File: config.mk
export PLATFORM = sky130hd
export DESIGN_NAME = pll_reset_sequencer
export DESIGN_NICKNAME = d
export VERILOG_FILES = /design/src/rtl/pll_reset_sequencer_pkg.sv /design/src/rtl/pll_reset_sequencer_sync_ff.sv /design/src/rtl/pll_reset_sequencer.sv
export SDC_FILE = /design/constraint.sdc
export NUM_CORES = 1
export LEC_CHECK = 0
export BUFFER_PORTS_ARGS = -buffer_cell sky130_fd_sc_hd__buf_2
export CAP_MARGIN = 15
export CORE_MARGIN = 10
export CORE_UTILIZATION = 55
export CTS_CLUSTER_SIZE = 12
export DETAILED_ROUTE_END_ITERATION = 16
export HOLD_SLACK_MARGIN = 0.05
export PLACE_DENSITY = 0.73
export SLEW_MARGIN = 20
export SYNTH_ARGS = -nofsm -noshare
export SYNTH_HDL_FRONTEND = slang
export SYNTH_SLANG_ARGS = --single-unit
File: constraint.sdc
create_clock -name global_clock -period 3 [get_ports global_clock]
set_input_delay 0.45 -clock global_clock [delete_from_list [all_inputs] [get_ports global_clock]]
set_output_delay 0.45 -clock global_clock [all_outputs]
set_load 0.1 [all_outputs]
File: src/rtl/pll_reset_sequencer_pkg.sv
// Shared definitions for the PLL reset sequencer: FSM state encoding and width helper.
// Anything that decodes the `state` readout (LEDs, debug) should import this package.
package pll_reset_sequencer_pkg;

    localparam int unsigned STATE_W = 2;

    // Sequencer states; the encoding is visible on the `state` output port.
    typedef enum logic [STATE_W-1:0] {
        ST_WAIT_LOCK = 2'd0,
        ST_STABILISE = 2'd1,
        ST_HOLD      = 2'd2,
        ST_RUN       = 2'd3
    } pll_state_e;

    // Bits needed to hold 0..n-1. Never returns 0, so single-value counters stay legal.
    function automatic int unsigned cnt_width(input int unsigned n);
        return (n <= 1) ? 1 : $clog2(n);
    endfunction

endpackage

File: src/rtl/pll_reset_sequencer_sync_ff.sv
// Multi-flop synchroniser for a single asynchronous level, with synchronous active-low clear.
// Ports:
//   clk      in  1  sampling clock
//   clear_n  in  1  synchronous active-low clear, empties the chain to 0
//   d        in  1  asynchronous input level
//   q        out 1  synchronised level, STAGES edges after d is first sampled
module pll_reset_sequencer_sync_ff #(
    parameter int unsigned STAGES = 2
) (
    input  logic clk,
    input  logic clear_n,
    input  logic d,
    output logic q
);

    logic [STAGES-1:0] chain;

    // Bit 0 is the metastability-exposed capture flop; q comes from the last stage.
    always_ff @(posedge clk) begin
        if (!clear_n) begin
            chain <= '0;
        end else begin
            chain <= {chain[STAGES-2:0], d};
        end
    end

    assign q = chain[STAGES-1];

endmodule

File: src/rtl/pll_reset_sequencer.sv
// Releases the system reset once the PLL lock flag has been continuously stable,
// then holds a fixed tail. Also drives a heartbeat, a lock-loss counter and a state readout.
// Ports:
//   global_clock     in   1       sole clock (PLL global-buffered output)
//   resetn           in   1       synchronous active-low reset
//   locked           in   1       PLL lock flag, asynchronous
//   sys_resetn       out  1       registered system reset, high only in RUN
//   heartbeat        out  1       toggles every HEARTBEAT_DIV cycles in RUN, else 0
//   lock_loss_count  out  LOSS_W  saturating count of RUN -> WAIT_LOCK lock drops
//   state            out  2       current FSM state (pll_state_e encoding)
module pll_reset_sequencer
    import pll_reset_sequencer_pkg::*;
#(
    parameter int unsigned SYNC_STAGES   = 2,
    parameter int unsigned STABLE_CYCLES = 1024,
    parameter int unsigned HOLD_CYCLES   = 16,
    parameter int unsigned HEARTBEAT_DIV = 48_000_000,
    parameter int unsigned LOSS_W        = 8
) (
    input  logic              global_clock,
    input  logic              resetn,
    input  logic              locked,
    output logic              sys_resetn,
    output logic              heartbeat,
    output logic [LOSS_W-1:0] lock_loss_count,
    output logic [1:0]        state
);

    localparam int unsigned CNT_W = cnt_width((STABLE_CYCLES > HOLD_CYCLES) ? STABLE_CYCLES : HOLD_CYCLES);
    localparam int unsigned HB_W  = cnt_width(HEARTBEAT_DIV);

    localparam logic [CNT_W-1:0] STABLE_LAST = CNT_W'(STABLE_CYCLES - 1);
    localparam logic [CNT_W-1:0] HOLD_LAST   = CNT_W'(HOLD_CYCLES - 1);
    localparam logic [HB_W-1:0]  HB_LAST     = HB_W'(HEARTBEAT_DIV - 1);

    logic              locked_s;
    pll_state_e        state_q, state_d;
    logic [CNT_W-1:0]  cnt_q, cnt_d;
    logic [HB_W-1:0]   hb_cnt_q, hb_cnt_d;
    logic              heartbeat_q, heartbeat_d;
    logic              sys_resetn_q, sys_resetn_d;
    logic [LOSS_W-1:0] loss_q, loss_d;

    pll_reset_sequencer_sync_ff #(
        .STAGES (SYNC_STAGES)
    ) u_lock_sync (
        .clk     (global_clock),
        .clear_n (resetn),
        .d       (locked),
        .q       (locked_s)
    );

    // State register plus all registered outputs.
    always_ff @(posedge global_clock) begin
        if (!resetn) begin
            state_q      <= ST_WAIT_LOCK;
            cnt_q        <= '0;
            hb_cnt_q     <= '0;
            heartbeat_q  <= 1'b0;
            sys_resetn_q <= 1'b0;
            loss_q       <= '0;
        end else begin
            state_q      <= state_d;
            cnt_q        <= cnt_d;
            hb_cnt_q     <= hb_cnt_d;
            heartbeat_q  <= heartbeat_d;
            sys_resetn_q <= sys_resetn_d;
            loss_q       <= loss_d;
        end
    end

    // Next state; a lost lock wins over a counter reaching its terminal value.
    always_comb begin
        state_d = state_q;
        cnt_d   = cnt_q;
        unique case (state_q)
            ST_WAIT_LOCK: begin
                cnt_d = '0;
                if (locked_s) begin
                    state_d = ST_STABILISE;
                end
            end
            ST_STABILISE: begin
                if (!locked_s) begin
                    state_d = ST_WAIT_LOCK;
                    cnt_d   = '0;
                end else if (cnt_q == STABLE_LAST) begin
                    state_d = ST_HOLD;
                    cnt_d   = '0;
                end else begin
                    cnt_d = cnt_q + CNT_W'(1);
                end
            end
            ST_HOLD: begin
                if (!locked_s) begin
                    state_d = ST_WAIT_LOCK;
                    cnt_d   = '0;
                end else if (cnt_q == HOLD_LAST) begin
                    state_d = ST_RUN;
                    cnt_d   = '0;
                end else begin
                    cnt_d = cnt_q + CNT_W'(1);
                end
            end
            ST_RUN: begin
                if (!locked_s) begin
                    state_d = ST_WAIT_LOCK;
                    cnt_d   = '0;
                end
            end
            default: begin
                state_d = ST_WAIT_LOCK;
                cnt_d   = '0;
            end
        endcase
    end

    // Output next-values are derived from the transition so they change on the same edge as the state.
    always_comb begin
        sys_resetn_d = (state_d == ST_RUN);
        hb_cnt_d     = '0;
        heartbeat_d  = 1'b0;
        loss_d       = loss_q;

        if (state_q == ST_RUN && state_d == ST_RUN) begin
            if (hb_cnt_q == HB_LAST) begin
                hb_cnt_d    = '0;
                heartbeat_d = ~heartbeat_q;
            end else begin
                hb_cnt_d    = hb_cnt_q + HB_W'(1);
                heartbeat_d = heartbeat_q;
            end
        end

        if (state_q == ST_RUN && state_d == ST_WAIT_LOCK && loss_q != '1) begin
            loss_d = loss_q + LOSS_W'(1);
        end
    end

    assign sys_resetn      = sys_resetn_q;
    assign heartbeat       = heartbeat_q;
    assign lock_loss_count = loss_q;
    assign state           = STATE_W'(state_q);

endmodule
# Yosys cells after proc, flatten, opt, wreduce, memory -nomap -nowiden
# Index checks and enable logic that the tools add are counted.
word_totals:
  reg_bits: 50
  input_bits: 3
  out_inout_bits: 12
  mem_bits_rw: 0
  elab_cells: 42
  latchBits: 0
  romBits: 0
  mem_count: 0
classes:
  bitwise_logic: 3
  order_cmp: 0
  reduce_logical: 7
  n_addsub: 3
  n_shift: 0
  div_mod_pow: 0
  n_eq_ne: 9
  multipliers: 0
  muxes: 13
op_table:
  columns: ["operator", "n"]
  rows:
  - ["10-bit two-way mux", 5]
  - ["10-bit case mux with 4 select lines", 1]
  - ["26-bit by 1-bit adder with 26-bit output, second input constant", 1]
  - ["26-bit equality test, second input constant", 1]
  - ["2-bit two-way mux", 6]
  - ["10-bit by 1-bit adder with 10-bit output, second input constant", 1]
  - ["10-bit equality test, second input constant", 1]
  - ["10-bit by 4-bit equality test with 1-bit output, second input constant", 1]
  - ["8-bit by 1-bit adder with 8-bit output, second input constant", 1]
  - ["8-bit inequality test, second input constant", 1]
  - ["2-bit case mux with 4 select lines", 1]
  - ["2-bit equality test, second input constant", 3]
  - ["2-bit zero test", 2]
  - ["1-bit logical AND", 3]
  - ["1-bit NOT", 3]
  - ["3-bit OR reduction", 1]
  - ["2-bit by 1-bit equality test with 1-bit output, second input constant", 1]
  - ["2-bit inequality test, second input constant", 1]
  - ["2-bit AND reduction", 1]

# Longest topological paths before layout
# Gate-level depths: netlist (run 1).
depth:
  depth_word: 8
  mapped_depth: 8
  mapped_depth_nobuf: 7

# Modules after synthesis
# A second synthesis (run 1) with hierarchy kept.
hier_totals:
  cells_unflattened: 286
  area_unflattened_um2: 2398.6
by_module_without_submodules:
  columns: ["module", "cells_each", "n_inst", "seq_area_each_um2", "area_per_inst_um2"]
  rows:
  - ["pll_reset_sequencer", 282, 1, 960.9, 2346.0]
  - ["pll_reset_sequencer_sync_ff", 4, 1, 40.0, 52.6]

# Worst setup path before layout (run 1)
# No wires, ideal clock.
synth_timing:
  path_kind: "register to register"
  from: "reg state_q[0] (netlist: state[0])"
  to: "reg loss_q[4] (netlist: lock_loss_count[4])"
  path_buffers: 0
  period_less_slack_ns: 2.855
  required_ns: 2.930
  path_stages_with_launch: 8
  path_slack_ns: 0.145
  t_arrival_ns: 2.785
  setup_time_ns: 0.070
  path_cell_list: "dfxtp_1 > inv_1 > ha_1 > and4_4 > a311oi_4 > o21ai_2 > or4_1 > a21oi_1"
synth_via:
  elab_chain_cells: 6
  elab_cells_between_ends: 14
  cone_classes: "eq/ne: 3; mux: 7; reduce/logical: 4"
synth_rtl:
  columns: ["element", "line", "text"]
  rows:
  - ["start, declared", "pll_reset_sequencer.sv:37", "pll_state_e state_q, state_d;"]
  - ["start signal, assigned", "pll_reset_sequencer.sv:63", "state_q <= state_d;"]
  - ["2-bit two-way mux (on tied branches)", "pll_reset_sequencer.sv:98, pll_reset_sequencer.sv:87", null]
  - ["2-bit two-way mux (on tied branches)", "pll_reset_sequencer.sv:95, pll_reset_sequencer.sv:84", null]
  - ["2-bit case mux with 4 select lines", "pll_reset_sequencer.sv:76", "unique case (state_q)"]
  - ["2-bit zero test", "pll_reset_sequencer.sv:135", "if (state_q == ST_RUN && state_d == ST_WAIT_LOCK && loss_q != '1) begin"]
  - ["1-bit logical AND (*) (2 in a row)", "pll_reset_sequencer.sv:135", null]
  - ["end signal, assigned", "pll_reset_sequencer.sv:68", "loss_q <= loss_d;"]
  - ["end, declared", "pll_reset_sequencer.sv:42", "logic [LOSS_W-1:0] loss_q, loss_d;"]
# Every way passes the cells marked *; elsewhere a longest branch is shown, timed or not.
# A chain may end at the register's enable or synchronous reset.

# Final worst setup path (run 1)
# Same ends and word-level chain as after synthesis.

==> results of run 1 <==
[power by group]
group	switching, mW	total (mW)	internal, mW	leakage, nW
combinational	0.0191	0.0274	0.00828	0.525
clock	0.218	0.463	0.246	0.0579
sequential	0.00314	0.668	0.665	0.403
total	0.240	1.16	0.919	0.986
[final cells by class]
cell class / instances / share of cell area
Sequential cell: 50 / 0.365
Clock inverter: 3 / 0.0146
Inverter: 9 / 0.0123
Tap cell: 52 / 0.0238
Clock buffer: 5 / 0.0251
Multi-Input combinational cell: 225 / 0.528
Timing Repair Buffer: 16 / 0.0311
[path summary, 6_finish.rpt]
path | from | to | slack [ps] | cells past startpoint
max reg2reg | state[0] | lock_loss_count[4] | 600 | 7
min reg2reg | u_lock_sync.chain[0] | u_lock_sync.chain[1] | 460 | 1
max | state[0] | lock_loss_count[4] | 600 | 7
min | locked | u_lock_sync.chain[0] | 340 | 2
[critical path, cell delays in order (launching register included)]
cell and delay (ps):
dfxtp_1 490, inv_1 100, ha_1 250, and4_4 220, and3_4 180, o31a_1 390
or4_1 540, a21oi_1 160
[cell usage in the layout, fill, tap and decap left out, drive strengths merged, types with 2 or more instances in the layout]
master | Yosys | layout
clkinv | 0 | 2
xor2 | 18 | 18
and3 | 14 | 14
a31oi | 2 | 2
and4 | 5 | 5
inv | 9 | 9
nor4 | 7 | 7
clkbuf | 5 | 5
or3 | 4 | 4
buf | 3 | 16
ha | 7 | 7
a211oi | 2 | 2
a21oi | 11 | 11
nand4 | 13 | 13
dfxtp | 50 | 50
or3b | 3 | 3
nand2 | 25 | 25
o22ai | 2 | 2
nor3 | 9 | 9
o211ai | 2 | 2
o31ai | 3 | 3
nand2b | 3 | 3
xnor2 | 9 | 9
o31a | 2 | 2
or4 | 4 | 4
o21a | 2 | 2
mux2i | 3 | 3
nand3 | 18 | 18
and2 | 7 | 7
nor2 | 32 | 32
o21ai | 10 | 10
[registers in the layout (all words and copies together), names as in the netlist]
signal,flops
cnt_q,10
hb_cnt_q,26
heartbeat,1
lock_loss_count,8
state,2
sys_resetn,1
u_lock_sync.chain,2
[layer usage]
| layer | vias to the layer above | global-route usage | wire, um |
|---|---|---|---|
| met5 | - | 0 | 0 |
| met4 | 0 | 0.0464 | 65 |
| met3 | 9 | 0.0362 | 195 |
| met2 | 30 | 0.218 | 2390 |
| met1 | 999 | 0.165 | 2290 |
| li1 | 1085 | - | - |
[cell families after synthesis]
logic type / after synthesis / synth area share
buffers and inverters: 17 / 0.0293
flip-flops: 50 / 0.397
adder cells (fa/ha/maj): 7 / 0.0348
multiplexers: 3 / 0.0119
AO/OA/AOI/OAI: 44 / 0.124
AND/OR/NAND/NOR: 144 / 0.309
XOR/XNOR: 27 / 0.0938
==> results.json, run 1 <==
{
  "syn_area_per_cell_um2": 8.63,
  "fp.dieW_um": 87.7,
  "rows": 24,
  "netlist.top_cell.by_area": "dfxtp_1",
  "fp.dieH_um": 87.7,
  "clockBufferDepth": 2,
  "synth_nets": 302,
  "place_inst": 352,
  "layout-drive-gt1-share": 0.107,
  "hold_path_class": "input port to register",
  "powerDensity_nw_per_um2": 423,
  "crit_path_end_kind": "register",
  "path_class": "register to register",
  "place.gp.congestion": 0.859,
  "synth_top_area_share": 0.397,
  "clk_pin_slew_worst_paths_ps": 90,
  "core_area_um2": 4380,
  "multi_input_area_um2": 1450,
  "fin_nets": 317,
  "drt-initial-drc-count": 81,
  "grt_max_degree": 24,
  "area_growth_pct": 8.69,
  "ios": 15,
  "drv_cap": 0,
  "p_total_mw": 1.16,
  "crit_fanout": 14,
  "fmaxAchievable_mhz": 417,
  "nFillCells": 416,
  "drt_wl_total_um": 4940,
  "synthArstFlopShare": 0,
  "crit_arrival_ps": 2640,
  "dp_slack_ps": 639,
  "routed_via_density": 5.90,
  "vdd_drop_max_mv": 0.311,
  "hold_viol": 0,
  "yosysMostFrequentCell": "dfxtp_1",
  "regArea_um2": 1000,
  "ys.flop_type": "dfxtp_1",
  "placed_cell_area_um2": 2630,
  "whs_ps": 344,
  "worst_ep_required_time_ps": 3240,
  "ys_ff_latch": 50,
  "grt_pass1_vias": 1953,
  "synth_edf_count": 0,
  "grt_pass1_wl_um": 8580,
  "ys_top_cells_by_count": "dfxtp_1 (50), nor2_1 (32), nand2_1 (25)",
  "drt-pass1-iter-count": 4,
  "setup_viol": 0,
  "grt-ovfl-total": 0,
  "outcome": "finished, final reports clean",
  "fin_ws_ps": 604,
  "fin_area_um2": 2740,
  "slew_violations": 0,
  "relSlewSlack": 0.388,
  "fin_skew_ps": 10.8,
  "vias": 2123,
  "route.detailed.drc": 0,
  "dpl.hpwl_um": 3560,
  "worst_pin_slew_ps": 911,
  "rsz0062_at_grt": "false",
  "insertion_delay_ps": 310,
  "cts_max_level": 2,
  "cts_setup_buffers": 0,
  "globalRouteTotalUtil": 0.133,
  "finalCritPeriodShare": 0.799,
  "cts.sinks": 50,
  "root_buffer": "clkbuf_8",
  "leakage_nw": 0.986,
  "finalSetupTns_ps": 0,
  "antenna_cells_inserted": 0,
  "cts-buffers-inserted": 5,
  "syn_area_um2": 2520,
  "yosysWarnings": 0,
  "initial_core_util": 0.575,
  "crit_path_start_kind": "register",
  "ys_seq_area_frac": 0.397,
  "die_area_um2": 7690,
  "instances_no_fill": 360,
  "cts_tree": "yes",
  "port_buffers": 14,
  "ctsResizeCount": 0,
  "post_drt_wl_per_cell_um": 13.7,
  "grt_antenna_before_repair": 0,
  "min_period_ps": 2400,
  "postRouteAntennaNets": 0,
  "synth.area.top_cells": "dfxtp_1 (40%), xor2_1 (6.3%), nor2_1 (4.8%)",
  "fin_util": 0.625,
  "yosysUniqueCellTypes": 48,
  "cts_hold_buf": 0,
  "syn_inst": 292
}
Power figures use the tool's default switching activity.
==> run 2, diff against run 1 <==
- clock period: 3 -> 2.4 ns (I/O delays scaled with it)
==> run 2 against run 1 <==
Against the previous run: die area unchanged; sequential cell count is the same; worst hold slack worse by 74 ps; clock-buffer cell count increased by 2; critical path depth is the same; non-clock buffer count is 2 higher; sequential share of layout area is 0.15 points higher; first-iteration DRC count grew 35%.
==> results.json, run 2 (synthesis gave the netlist of run 1 again) <==
{
  "worstHoldStart": "locked",
  "fp.dieH_um": 87.7,
  "port_buffers": 14,
  "largest_reg_flops": 26,
  "insertion_delay_ps": 300,
  "cts.sinks": 50,
  "clk_pin_slew_worst_paths_ps": 90,
  "grtUsageMet1": 0.185,
  "postRouteAntennaNets": 0,
  "fin_area_um2": 2740,
  "slowest_stage": "or4_1",
  "cts_setup_buffers": 0,
  "route.detailed.drc": 0,
  "ios": 15,
  "grt-ovfl-total": 0,
  "worst_ep_required_time_ps": 2630,
  "drt_wl_total_um": 4920,
  "antenna_cells_inserted": 0,
  "cts-buffers-inserted": 5,
  "die_area_um2": 7690,
  "vias": 2094,
  "r2r-end": "lock_loss_count[7]",
  "cts_max_level": 2,
  "setup_viol": 0,
  "rsz0062_at_grt": "false",
  "drv_cap": 0,
  "layout-drive-gt1-share": 0.116,
  "drt-pass1-iter-count": 4,
  "multi_input_area_um2": 1450,
  "hold_path_class": "input port to register",
  "finalCritPeriodShare": 0.939,
  "critPathBufInv": 1,
  "use_met2": 0.208,
  "root_buffer": "clkbuf_8",
  "crit_family": "simple AND/OR/NAND/NOR gates",
  "worst_pin_slew_ps": 710,
  "slew_violations": 0,
  "grt-busiest-layer": "met2",
  "grt_max_degree": 24,
  "grt_pass1_wl_um": 8790,
  "cpPeakStageDelay_ps": 550,
  "nFillCells": 384,
  "crit_path_cell_trace": "inv_1, ha_1, and4_4, and3_4, o31a_1, or4_1, a21oi_1",
  "outcome": "finished, final reports clean",
  "crit_path_start_kind": "register",
  "grt_pass1_vias": 1934,
  "fin_skew_ps": 7.47,
  "crit_path_end_kind": "register",
  "final_common_cell": "dfxtp_1",
  "placed_cell_area_um2": 2650,
  "rows": 24,
  "ctsResizeCount": 0,
  "layout_common_cells": "dfxtp_1 (48), nor2_1 (32), nand2_1 (25), nand3_1 (18), xor2_1 (18)",
  "regArea_um2": 1010,
  "met3_usage": 0.0334,
  "regMostFlops": "hb_cnt_q",
  "crit_arrival_ps": 2490,
  "finalSetupTns_ps": 0,
  "leakage_nw": 0.988,
  "core_area_um2": 4380,
  "relSlewSlack": 0.523,
  "place.gp.congestion": 0.774,
  "fin_nets": 319,
  "min_period_ps": 2250,
  "vdd_drop_max_mv": 0.384,
  "initial_core_util": 0.575,
  "cts_hold_buf": 0,
  "regToRegStartpoint": "state[0]",
  "globalRouteTotalUtil": 0.136,
  "fp.dieW_um": 87.7,
  "area_growth_pct": 8.79,
  "fmaxAchievable_mhz": 444,
  "grt_antenna_before_repair": 0,
  "r2r_setup_slack_ps": 150,
  "hold_viol": 0,
  "holdPathStages": 2,
  "drt-initial-drc-count": 109,
  "routed_via_density": 5.78,
  "reg2reg_depth": 7,
  "path_class": "register to register",
  "crit_fanout": 14,
  "holdPathEnd": "u_lock_sync.chain[0]",
  "cts_tree": "yes",
  "dpl.hpwl_um": 3580,
  "post_drt_wl_per_cell_um": 13.6,
  "clockBufferDepth": 2,
  "powerDensity_nw_per_um2": 499
}
run 2: changes by cell type in the layout (fill, tap and decap cells not counted), sizes merged:
cell	previous run	this run
buf	16	18
clkbuf	5	7
clkinv	2	1
bufinv	1	0
run 2: where the power goes:
part	internal, mW	total, mW	switching (mW)
combinational	0.0104	0.0339	0.0235
clock	0.233	0.500	0.267
sequential	0.831	0.835	0.00383
run 2: how the worst max path moves through the flow:
stage	startpoint	slack [ps]	cells past startpoint	to
after floorplan	state[0]	130	7	lock_loss_count[4]
after global placement	state[0]	240	7	lock_loss_count[4]
after detailed placement	state[0]	170	7	lock_loss_count[7]
after CTS	state[0]	150	7	lock_loss_count[7]
after global routing	state[0]	20	7	lock_loss_count[7]
final	state[0]	150	7	lock_loss_count[7]
run 2: per-stage QoR:
step / util / hold slack, ps / std cells / total power [mW] / setup slack [ps]
finish: 0.625 / 270 / 362 / 1.37 / 146
floorplan: - / 412 / 292 / 0.880 / 135
CTS: 0.625 / 270 / 362 / 1.38 / 146
detailed placement: 0.604 / 426 / 354 / 0.888 / 174
global route: 0.625 / 284 / 362 / 1.42 / 21.0
global placement: 0.604 / 421 / 354 / 0.888 / 244
run 2: routing by layer:
| metal | vias up | part of all wire |
|---|---|---|
| met4 | 0 | 0.0094 |
| met1 | 988 | 0.49 |
| met5 | - | 0 |
| met2 | 17 | 0.47 |
| met3 | 5 | 0.032 |
| li1 | 1084 | - |
run 2: worst reg2reg max path: cells and delay by family, from the launching register on:
family | cells | cell delay, ps
AOI/OAI and AO/OA | 2 | 520
adders and majority gates | 1 | 250
buffers and inverters | 1 | 70
DFF | 1 | 390
and+or+nand+nor | 3 | 960
run 2: layout make-up:
type | count | area share
inverters | 9 | 0.0123
multi-input cells | 225 | 0.527
repair buffers | 18 | 0.0365
flip-flops and latches | 50 | 0.367
clock buffers | 7 | 0.0315
clock inverters | 1 | 0.00183
well taps | 52 | 0.0237
